--- src/rtl/cpu_operand_stage.sv ---
// RV32I operand stage: register file with write bypass, decode of the ALU/branch
// subset, and a single output slot that forwards writebacks into held operands.
module cpu_operand_stage (
  input  logic        clk_i,
  input  logic        rst_ni,
  input  logic        in_valid_i,
  output logic        in_ready_o,
  input  logic [31:0] in_instr_i,
  input  logic [31:0] in_pc_i,
  input  logic        wb_en_i,
  input  logic [4:0]  wb_rd_i,
  input  logic [31:0] wb_data_i,
  output logic        out_valid_o,
  input  logic        out_ready_i,
  output logic [31:0] src_a_o,
  output logic [31:0] src_b_o,
  output logic [31:0] src_imm_o,
  output logic        use_imm_o,
  output logic [2:0]  alu_op_o,
  output logic        compare_unsigned_o,
  output logic        is_branch_o,
  output logic [2:0]  branch_cond_o,
  output logic [4:0]  rd_o,
  output logic        illegal_o
);

  localparam int unsigned XLEN   = 32;
  localparam int unsigned NREG   = 32;
  localparam int unsigned RIDX_W = 5;
  localparam int unsigned OPC_W  = 7;
  localparam int unsigned F3_W   = 3;

  localparam logic [OPC_W-1:0] OPC_OP_IMM = 7'b0010011;
  localparam logic [OPC_W-1:0] OPC_OP     = 7'b0110011;
  localparam logic [OPC_W-1:0] OPC_LUI    = 7'b0110111;
  localparam logic [OPC_W-1:0] OPC_AUIPC  = 7'b0010111;
  localparam logic [OPC_W-1:0] OPC_BRANCH = 7'b1100011;

  // rs1/rs2 hold the register index that supplied src_a/src_b, 0 when none did
  typedef struct packed {
    logic [XLEN-1:0]   src_a;
    logic [XLEN-1:0]   src_b;
    logic [XLEN-1:0]   src_imm;
    logic              use_imm;
    logic [F3_W-1:0]   alu_op;
    logic              compare_unsigned;
    logic              is_branch;
    logic [F3_W-1:0]   branch_cond;
    logic [RIDX_W-1:0] rd;
    logic              illegal;
    logic [RIDX_W-1:0] rs1;
    logic [RIDX_W-1:0] rs2;
  } slot_t;

  logic [NREG-1:1][XLEN-1:0] rf_q, rf_d;
  slot_t                     slot_q, slot_d;
  logic                      valid_q, valid_d;

  slot_t             dec;
  logic              accept;
  logic [OPC_W-1:0]  opcode;
  logic [F3_W-1:0]   funct3;
  logic [6:0]        funct7;
  logic [RIDX_W-1:0] rd_idx, rs1_idx, rs2_idx;
  logic [XLEN-1:0]   imm_i, imm_b, imm_u;
  logic [XLEN-1:0]   rs1_val, rs2_val;
  logic              alu_f3_ok;

  assign in_ready_o = !valid_q || out_ready_i;
  assign accept     = in_valid_i && in_ready_o;

  assign opcode  = in_instr_i[6:0];
  assign rd_idx  = in_instr_i[11:7];
  assign funct3  = in_instr_i[14:12];
  assign rs1_idx = in_instr_i[19:15];
  assign rs2_idx = in_instr_i[24:20];
  assign funct7  = in_instr_i[31:25];

  assign imm_i = {{20{in_instr_i[31]}}, in_instr_i[31:20]};
  assign imm_b = {{19{in_instr_i[31]}}, in_instr_i[31], in_instr_i[7],
                  in_instr_i[30:25], in_instr_i[11:8], 1'b0};
  assign imm_u = {in_instr_i[31:12], 12'b0};

  // Shifts are not supported by the downstream ALU
  assign alu_f3_ok = (funct3 != 3'b001) && (funct3 != 3'b101);

  // Register reads with same-cycle writeback bypass; x0 reads zero
  always_comb begin
    rs1_val = '0;
    rs2_val = '0;
    if (rs1_idx != '0) begin
      if (wb_en_i && (wb_rd_i == rs1_idx)) rs1_val = wb_data_i;
      else                                 rs1_val = rf_q[rs1_idx];
    end
    if (rs2_idx != '0) begin
      if (wb_en_i && (wb_rd_i == rs2_idx)) rs2_val = wb_data_i;
      else                                 rs2_val = rf_q[rs2_idx];
    end
  end

  // Decode; anything not matched below leaves the all-zero illegal payload
  always_comb begin
    dec         = '0;
    dec.illegal = 1'b1;
    case (opcode)
      OPC_OP_IMM: begin
        if (alu_f3_ok) begin
          dec.illegal          = 1'b0;
          dec.src_a            = rs1_val;
          dec.rs1              = rs1_idx;
          dec.src_imm          = imm_i;
          dec.use_imm          = 1'b1;
          dec.alu_op           = funct3;
          dec.compare_unsigned = (funct3 == 3'b011);
          dec.rd               = rd_idx;
        end
      end
      OPC_OP: begin
        if (alu_f3_ok && (funct7 == '0)) begin
          dec.illegal          = 1'b0;
          dec.src_a            = rs1_val;
          dec.rs1              = rs1_idx;
          dec.src_b            = rs2_val;
          dec.rs2              = rs2_idx;
          dec.alu_op           = funct3;
          dec.compare_unsigned = (funct3 == 3'b011);
          dec.rd               = rd_idx;
        end
      end
      OPC_LUI: begin
        dec.illegal = 1'b0;
        dec.src_imm = imm_u;
        dec.use_imm = 1'b1;
        dec.rd      = rd_idx;
      end
      OPC_AUIPC: begin
        dec.illegal = 1'b0;
        dec.src_a   = in_pc_i;
        dec.src_imm = imm_u;
        dec.use_imm = 1'b1;
        dec.rd      = rd_idx;
      end
      OPC_BRANCH: begin
        if (funct3[2:1] != 2'b01) begin
          dec.illegal          = 1'b0;
          dec.src_a            = rs1_val;
          dec.rs1              = rs1_idx;
          dec.src_b            = rs2_val;
          dec.rs2              = rs2_idx;
          dec.src_imm          = imm_b;
          dec.is_branch        = 1'b1;
          dec.branch_cond      = funct3;
          dec.compare_unsigned = funct3[1];
        end
      end
      default: ;
    endcase
  end

  // Next state: register file write, slot load/drain, forwarding into a held slot
  always_comb begin
    rf_d    = rf_q;
    slot_d  = slot_q;
    valid_d = valid_q;
    if (wb_en_i && (wb_rd_i != '0)) rf_d[wb_rd_i] = wb_data_i;
    if (accept) begin
      slot_d  = dec;
      valid_d = 1'b1;
    end else if (valid_q && out_ready_i) begin
      valid_d = 1'b0;
    end else if (valid_q && wb_en_i && (wb_rd_i != '0)) begin
      if (slot_q.rs1 == wb_rd_i) slot_d.src_a = wb_data_i;
      if (slot_q.rs2 == wb_rd_i) slot_d.src_b = wb_data_i;
    end
  end

  always_ff @(posedge clk_i) begin
    if (!rst_ni) begin
      rf_q    <= '0;
      slot_q  <= '0;
      valid_q <= 1'b0;
    end else begin
      rf_q    <= rf_d;
      slot_q  <= slot_d;
      valid_q <= valid_d;
    end
  end

  assign out_valid_o        = valid_q;
  assign src_a_o            = slot_q.src_a;
  assign src_b_o            = slot_q.src_b;
  assign src_imm_o          = slot_q.src_imm;
  assign use_imm_o          = slot_q.use_imm;
  assign alu_op_o           = slot_q.alu_op;
  assign compare_unsigned_o = slot_q.compare_unsigned;
  assign is_branch_o        = slot_q.is_branch;
  assign branch_cond_o      = slot_q.branch_cond;
  assign rd_o               = slot_q.rd;
  assign illegal_o          = slot_q.illegal;

endmodule
--- config.mk ---
export PLATFORM = sky130hd
export DESIGN_NAME = cpu_operand_stage
export DESIGN_NICKNAME = d
export VERILOG_FILES = /design/src/rtl/cpu_operand_stage.sv
export SDC_FILE = /design/constraint.sdc
export NUM_CORES = 2
export LEC_CHECK = 0
export ABC_AREA = 0
export BUFFER_PORTS_ARGS = -buffer_cell sky130_fd_sc_hd__buf_2
export CORE_ASPECT_RATIO = 1.5
export CORE_MARGIN = 4
export CORE_UTILIZATION = 50
export DETAILED_ROUTE_END_ITERATION = 10
export PLACE_DENSITY = 0.67
export SLEW_MARGIN = 5
export SYNTH_ARGS = -nofsm -noshare
export SYNTH_HDL_FRONTEND = slang
export SYNTH_SLANG_ARGS = --single-unit
--- constraint.sdc ---
create_clock -name clk_i -period 7.4 [get_ports clk_i]
set_clock_uncertainty 0.15 [all_clocks]
set_input_delay 1.48 -clock clk_i [delete_from_list [all_inputs] [get_ports clk_i]]
set_output_delay 1.48 -clock clk_i [all_outputs]
set_load 0.005 [all_outputs]
# After elaboration in Yosys (flattened, before gate mapping)
# Index checks and enable logic that the tools add are counted.
[totals]
regBits = 1114
input_bits = 106
out_inout_bits = 113
[op_classes]
order_cmp = 4
n_eq_ne = 14
mux = 38
n_reduce_logical = 23
[op_table]
columns = ["op", "count"]
rows = [
  ["992-bit bitwise mux", 1],
  ["32-bit binary-select mux with 5-bit select", 2],
  ["32-bit two-way mux", 10],
  ["64-bit two-way mux", 4],
  ["32-bit demux with 5-bit select", 1],
  ["32-bit case mux with 4 select lines", 1],
  ["96-bit two-way mux", 1],
  ["32-bit case mux with 3 select lines", 1],
  ["32-bit case mux with 2 select lines", 1],
  ["37-bit two-way mux", 1],
  ["5-bit case mux with 3 select lines", 2],
  ["11-bit two-way mux", 2],
  ["5-bit == test", 4],
  ["5-bit by 6-bit < comparator with 1-bit output, second input constant", 3],
  ["16-bit two-way mux", 1],
  ["5-bit nonzero test", 3],
  ["7-bit by 5-bit == test with 1-bit output, second input constant", 2],
  ["7-bit by 6-bit == test with 1-bit output, second input constant", 2],
  ["1-bit logical AND", 10],
  ["5-bit case mux with 2 select lines", 1],
  ["4-bit two-way mux", 2],
  ["2-bit nonzero test", 4],
  ["7-bit == test, second input constant", 1],
  ["7-bit logical NOT", 1],
  ["other kinds (16)", 18],
]

# Logic depth before layout (Yosys ltp)
[logic_depth]
depth_word = 7
depth_mapped = 11

# Worst setup path before layout
# No wires, ideal clock.
[synth_timing]
path_type = "input-to-reg"
startpoint = "input port in_instr_i[20]"
endpoint = "register slot_q, in the netlist src_b_o[31]"
arrival_time_ns = 3.212
path_slack_ns = 3.909
cell_stages = 9
path_buffers = 4
cell_sequence = "buf_4 > buf_6 > buf_4 > buf_4 > mux4_2 > a22oi_1 > nand3_1 > nor4_1 > nor3_1"
[synth_via]
elab_chain_len = 7
elab_cells_between_ends = 11
cone_classes = "eq/ne (1); mux (8); reduce/logical (2)"
[synth_lines]
columns = ["item", "line", "text"]
rows = [
  ["from (decl)", "8", "input logic [31:0] in_instr_i,"],
  ["32-bit binary-select mux with 5-bit select or 5-bit == test (tied branches)", "97, 96", ""],
  ["32-bit two-way mux (not written as such) or 1-bit logical AND (tied branches)", "97, 96", ""],
  ["32-bit two-way mux", "96", "if (wb_en_i && (wb_rd_i == rs2_idx)) rs2_val = wb_data_i;"],
  ["32-bit two-way mux *", "95", "if (rs2_idx != '0) begin"],
  ["96-bit two-way mux or 64-bit two-way mux (tied branches)", "144, 119", ""],
  ["32-bit case mux with 2 select lines *", "105", "case (opcode)"],
  ["64-bit two-way mux *", "166", "if (accept) begin"],
  ["to (signal assigned)", "184", "slot_q <= slot_d;"],
  ["to (decl)", "56", "slot_t slot_q, slot_d;"],
]
# Every way passes the cells marked *; elsewhere a longest branch is shown, timed or not. The select of a mux whose other input is x is not followed.
# A chain may end at the register's enable or synchronous reset.

# Final worst setup path
[layout_timing]
startpoint = "input port in_instr_i[24]"
endpoint = "register slot_q, in the netlist src_b_o[15]"
# The elaborated chain is that of the path after synthesis.

==> run summary <==
The run finished with clean final reports. The static power due to leakage is between 20 and 25 nW. In this run the tool buffered the top-level ports with between 200 and 250 buffer cells.

The number of instances resized during post-cts repair is 0. The Yosys step of the flow raised 0 warnings. The synthesized netlist occupies a cell area of between 60000 and 70000 um2. The number of flip-flops and latches in the synthesized netlist came out at 1114. The ratio of total power to cell area came out at around 210 nW/um2.

The clock tree buffer depth is 3. The net count after synthesis is a little under 7k. Across all layers, the routed design uses 54.3k vias. The number of global-route vias before repair is about 50k. The congestion estimate from routability-driven global placement came to 0.940. The most used flip-flop cell after synthesis is sky130_fd_sc_hd__dfxtp_1. Yosys mapped the design onto 68 distinct sky130hd cell types.

The number of iterations in the first detailed-routing pass came out at 7. The count of non-filler cells in the finished layout came out at 8109. Counting the fill cells in the layout gives approximately 11k.

Global routing consumed, over all layers together, 37.2% of the routing resources. The post-synthesis area per instance came out at around 8.8 um2. Entering global routing, the biggest net connects 222 pins.

The slew of the pin with the lowest slew margin is 1260 ps. Setup repair after global routing left no endpoint under its margin. The synthesized netlist cell count is 6800. The worst register-to-register path has a setup slack of 4160 ps. The number of design-rule violations left by the first detailed-router iteration is 7747. The number of max-cap violations came out at 0.

The share of post-route cells with drive strength above 1 is 16.2%. The startpoint of the worst-slack reg-to-reg timing path is slot_q[3]. The worst hold path begins at alu_op_o[1].

The signed area change from the synthesized netlist to the final layout came out at 7.03%. The worst hold path terminates at alu_op_o[1]. The number of cells on the worst hold path came out at 2.

The leading cell type in the layout, fill and taps excluded is sky130_fd_sc_hd__nand2_1. The total core area came out at between 100000 and 150000 um2. STA classifies the critical path startpoint as an input pin. The setup slack of the critical path after layout is 2800 ps.

The clock tree from TritonCTS is built. The top cell types in the final layout, fill and taps aside, are sky130_fd_sc_hd__nand2_1 (2139), sky130_fd_sc_hd__dfxtp_1 (1114), sky130_fd_sc_hd__a21boi_0 (1032), sky130_fd_sc_hd__mux4_2 (369), sky130_fd_sc_hd__buf_2 (212). The relative max-transition margin came out at 15.6%. The number of antenna violations at the first check in global routing came out at 37.

Dividing the final minimum period by the clock period gives between 60% and 70%. The end of the worst register-to-register path is src_b_o[22]. The area of the die came out at 126000 um2.

The residual antenna-violating net count after detailed routing is 0. The maximum clock rate is 0.218 GHz. Data arrives at the worst endpoint at 5110 ps. The placed wire-length estimate came out at 154000 um.

At the end of the flow, the number of nets in the layout was 6536. The hold buffer count at cts is 0. The final critical delay including setup and external delays came out at about 4600 ps. The number of slew-limit violations in the final report was 0. CTS built an H-tree with a depth of 3. The starting density of the core is 50.4%. The final total negative setup slack is 0 ps.

The die is 291 um wide. The sum of routed wire length over all layers came out at between 200000 and 250000 um. The data required time at the worst endpoint came out at between 7000 and 8000 ps. The worst setup path is captured at a register.

The worst supply voltage drop on vdd is 0.000181 V. The routed length per placed instance came out at 30.0 um. The number of synthesized flops with an enable pin is 0. The total instance count after detailed placement is 7892. Counting every sink on the clock net gives roughly 1.1k.

The number of remaining DRC errors came out at 0. The y dimension of the die is 433 um. The number of hold-slack violations in the final timing report is 0.

Timing analysis after detailed placement gives a worst setup slack of 2450 ps. The first-pass GRT wire length is 351000 um. The sequential share of the synthesized area is 37.1%. The worst setup path is of the in2reg kind. The CTS clock-pin slew for the worst setup and hold paths is 70 ps. The total overflow reported by the global router came out at 0. The maximum fanout along the worst path came out at 27. The number of setup violations in the final report came out at 0.

Counting the buffers created by CTS gives 106. Using the TritonRoute via totals, the vias-per-cell ratio works out to 6.69. The worst hold path belongs to the class reg2reg. Post-CTS timing repair inserted 0 buffers for setup. The count of standard-cell rows is 155.

The fraction of registers with async set or reset after synthesis is 0%. The number of ports placed on the die boundary came out at 219. The master cell of the clock root buffer is sky130_fd_sc_hd__clkbuf_16. Measured in cells, the most critical reg-to-reg path has a length of 7. The later pin in the worst-skew pair is clocked with a latency of 730 ps.
[cells by family (layout without fill, tap and decap cells)]
| kind of cell | after synthesis | count (layout) | share of synthesized area [%] |
|---|---|---|---|
| compound gates | 1736 | 1736 | 21.5 |
| flops | 1114 | 1114 | 37.1 |
| xor+xnor | 20 | 20 | 0.291 |
| simple gates | 2503 | 2503 | 16.8 |
| mux | 595 | 595 | 17.7 |
| other cells | 0 | 24 | 0 |
| buf+inv | 832 | 547 | 6.63 |
[registers in the layout (all words and copies together), names as in the netlist, 3 cells and up]
register	cells
rf_q	992
src_a_o	32
src_b_o	32
src_imm_o	32
slot_q	10
rd_o	5
alu_op_o	3
branch_cond_o	3
[worst max-delay path by stage]
| stage | startpoint | end | slack, ps | cells after the start |
|---|---|---|---|---|
| 2_1_floorplan | in_instr_i[20] | src_b_o[31] | 3910 | 9 |
| 4_1_cts | in_instr_i[24] | src_b_o[7] | 3190 | 6 |
| 3_3_place_gp | in_instr_i[24] | src_b_o[7] | 2480 | 6 |
| 3_5_place_dp | in_instr_i[24] | src_b_o[7] | 2450 | 6 |
| 6_report | in_instr_i[24] | src_b_o[15] | 2800 | 6 |
| 5_1_grt | in_instr_i[20] | src_b_o[15] | 2950 | 9 |
[cells in the mapped netlist, types with 22 or more instances]
| cell | number | area share, % |
|---|---|---|
| sky130_fd_sc_hd__nand2_1 | 2140 | 13 |
| sky130_fd_sc_hd__dfxtp_1 | 1114 | 37 |
| sky130_fd_sc_hd__a21boi_0 | 1032 | 13 |
| sky130_fd_sc_hd__clkbuf_1 | 525 | 3.3 |
| sky130_fd_sc_hd__mux4_2 | 369 | 14 |
| sky130_fd_sc_hd__mux2i_1 | 156 | 2.6 |
| sky130_fd_sc_hd__buf_4 | 154 | 1.9 |
| sky130_fd_sc_hd__a22oi_1 | 147 | 1.8 |
| sky130_fd_sc_hd__o22ai_1 | 124 | 1.3 |
| sky130_fd_sc_hd__nor2_1 | 97 | 0.61 |
| sky130_fd_sc_hd__buf_2 | 96 | 0.80 |
| sky130_fd_sc_hd__o21ai_0 | 95 | 0.79 |
| sky130_fd_sc_hd__a21oi_1 | 73 | 0.61 |
| sky130_fd_sc_hd__mux2_2 | 70 | 1.3 |
| sky130_fd_sc_hd__nor3_1 | 51 | 0.42 |
| sky130_fd_sc_hd__o221ai_1 | 47 | 0.68 |
| sky130_fd_sc_hd__a221oi_1 | 35 | 0.51 |
| sky130_fd_sc_hd__nor2b_1 | 35 | 0.36 |
| sky130_fd_sc_hd__buf_1 | 31 | 0.19 |
| sky130_fd_sc_hd__nand3_1 | 28 | 0.23 |
| sky130_fd_sc_hd__and2_1 | 25 | 0.26 |
| sky130_fd_sc_hd__o211a_1 | 24 | 0.40 |
| sky130_fd_sc_hd__a211oi_1 | 23 | 0.29 |
| sky130_fd_sc_hd__a221o_1 | 22 | 0.37 |
| sky130_fd_sc_hd__buf_6 | 22 | 0.41 |
[final cells by class]
| class | count | area, um2 | area share (%) |
|---|---|---|---|
| Antenna cell | 24 | 60.1 | 0.0933 |
| Tap cell | 1570 | 1960 | 3.05 |
| Inverter | 4 | 15.0 | 0.0233 |
| Clock buffer | 147 | 3050 | 4.74 |
| Timing Repair Buffer | 350 | 2350 | 3.65 |
| Clock inverter | 46 | 549 | 0.853 |
| Sequential cell | 1114 | 22300 | 34.7 |
| Multi-Input combinational cell | 4854 | 34100 | 52.9 |
[report_power, final]
part           total, mW  switching, mW  leakage [nW]  internal [mW]
clock network       5.82           2.53          1.79           3.29
registers           6.12         0.0675          8.99           6.05
logic               1.38          0.940          10.6          0.437
total               13.3           3.54          21.4           9.78
[metal layers]
metal | track usage (%) | up-vias | part of all wire [%] | routed length [um]
met4 | 26.9 | 18 | 8.8 | 21400
met3 | 11.6 | 1065 | 13 | 31600
met5 | 0 | - | 0.047 | 115
li1 | - | 23100 | - | -
met1 | 45.0 | 26200 | 35 | 84200
met2 | 56.0 | 3870 | 44 | 106000
[worst max-delay path, stage by stage]
cell                       delay [ps]
sky130_fd_sc_hd__buf_2            780
sky130_fd_sc_hd__buf_4            430
sky130_fd_sc_hd__nand2b_1         880
sky130_fd_sc_hd__o221ai_1         450
sky130_fd_sc_hd__nor3_1           810
sky130_fd_sc_hd__o211a_1          260
[stage by stage]
stage / utilization (%) / area [um2] / hold slack, ps / total power [mW]
finish: 54.0 / 64400 / 317 / 13.3
global route: 53.9 / 64300 / 337 / 13.6
CTS: 53.9 / 64300 / 319 / 13.3
detailed placement: 50.9 / 60700 / 310 / 7.56
global placement: 50.9 / 60700 / 300 / 7.55
floorplan: - / 60100 / 291 / 7.09
(Power assumes the default switching activity.)
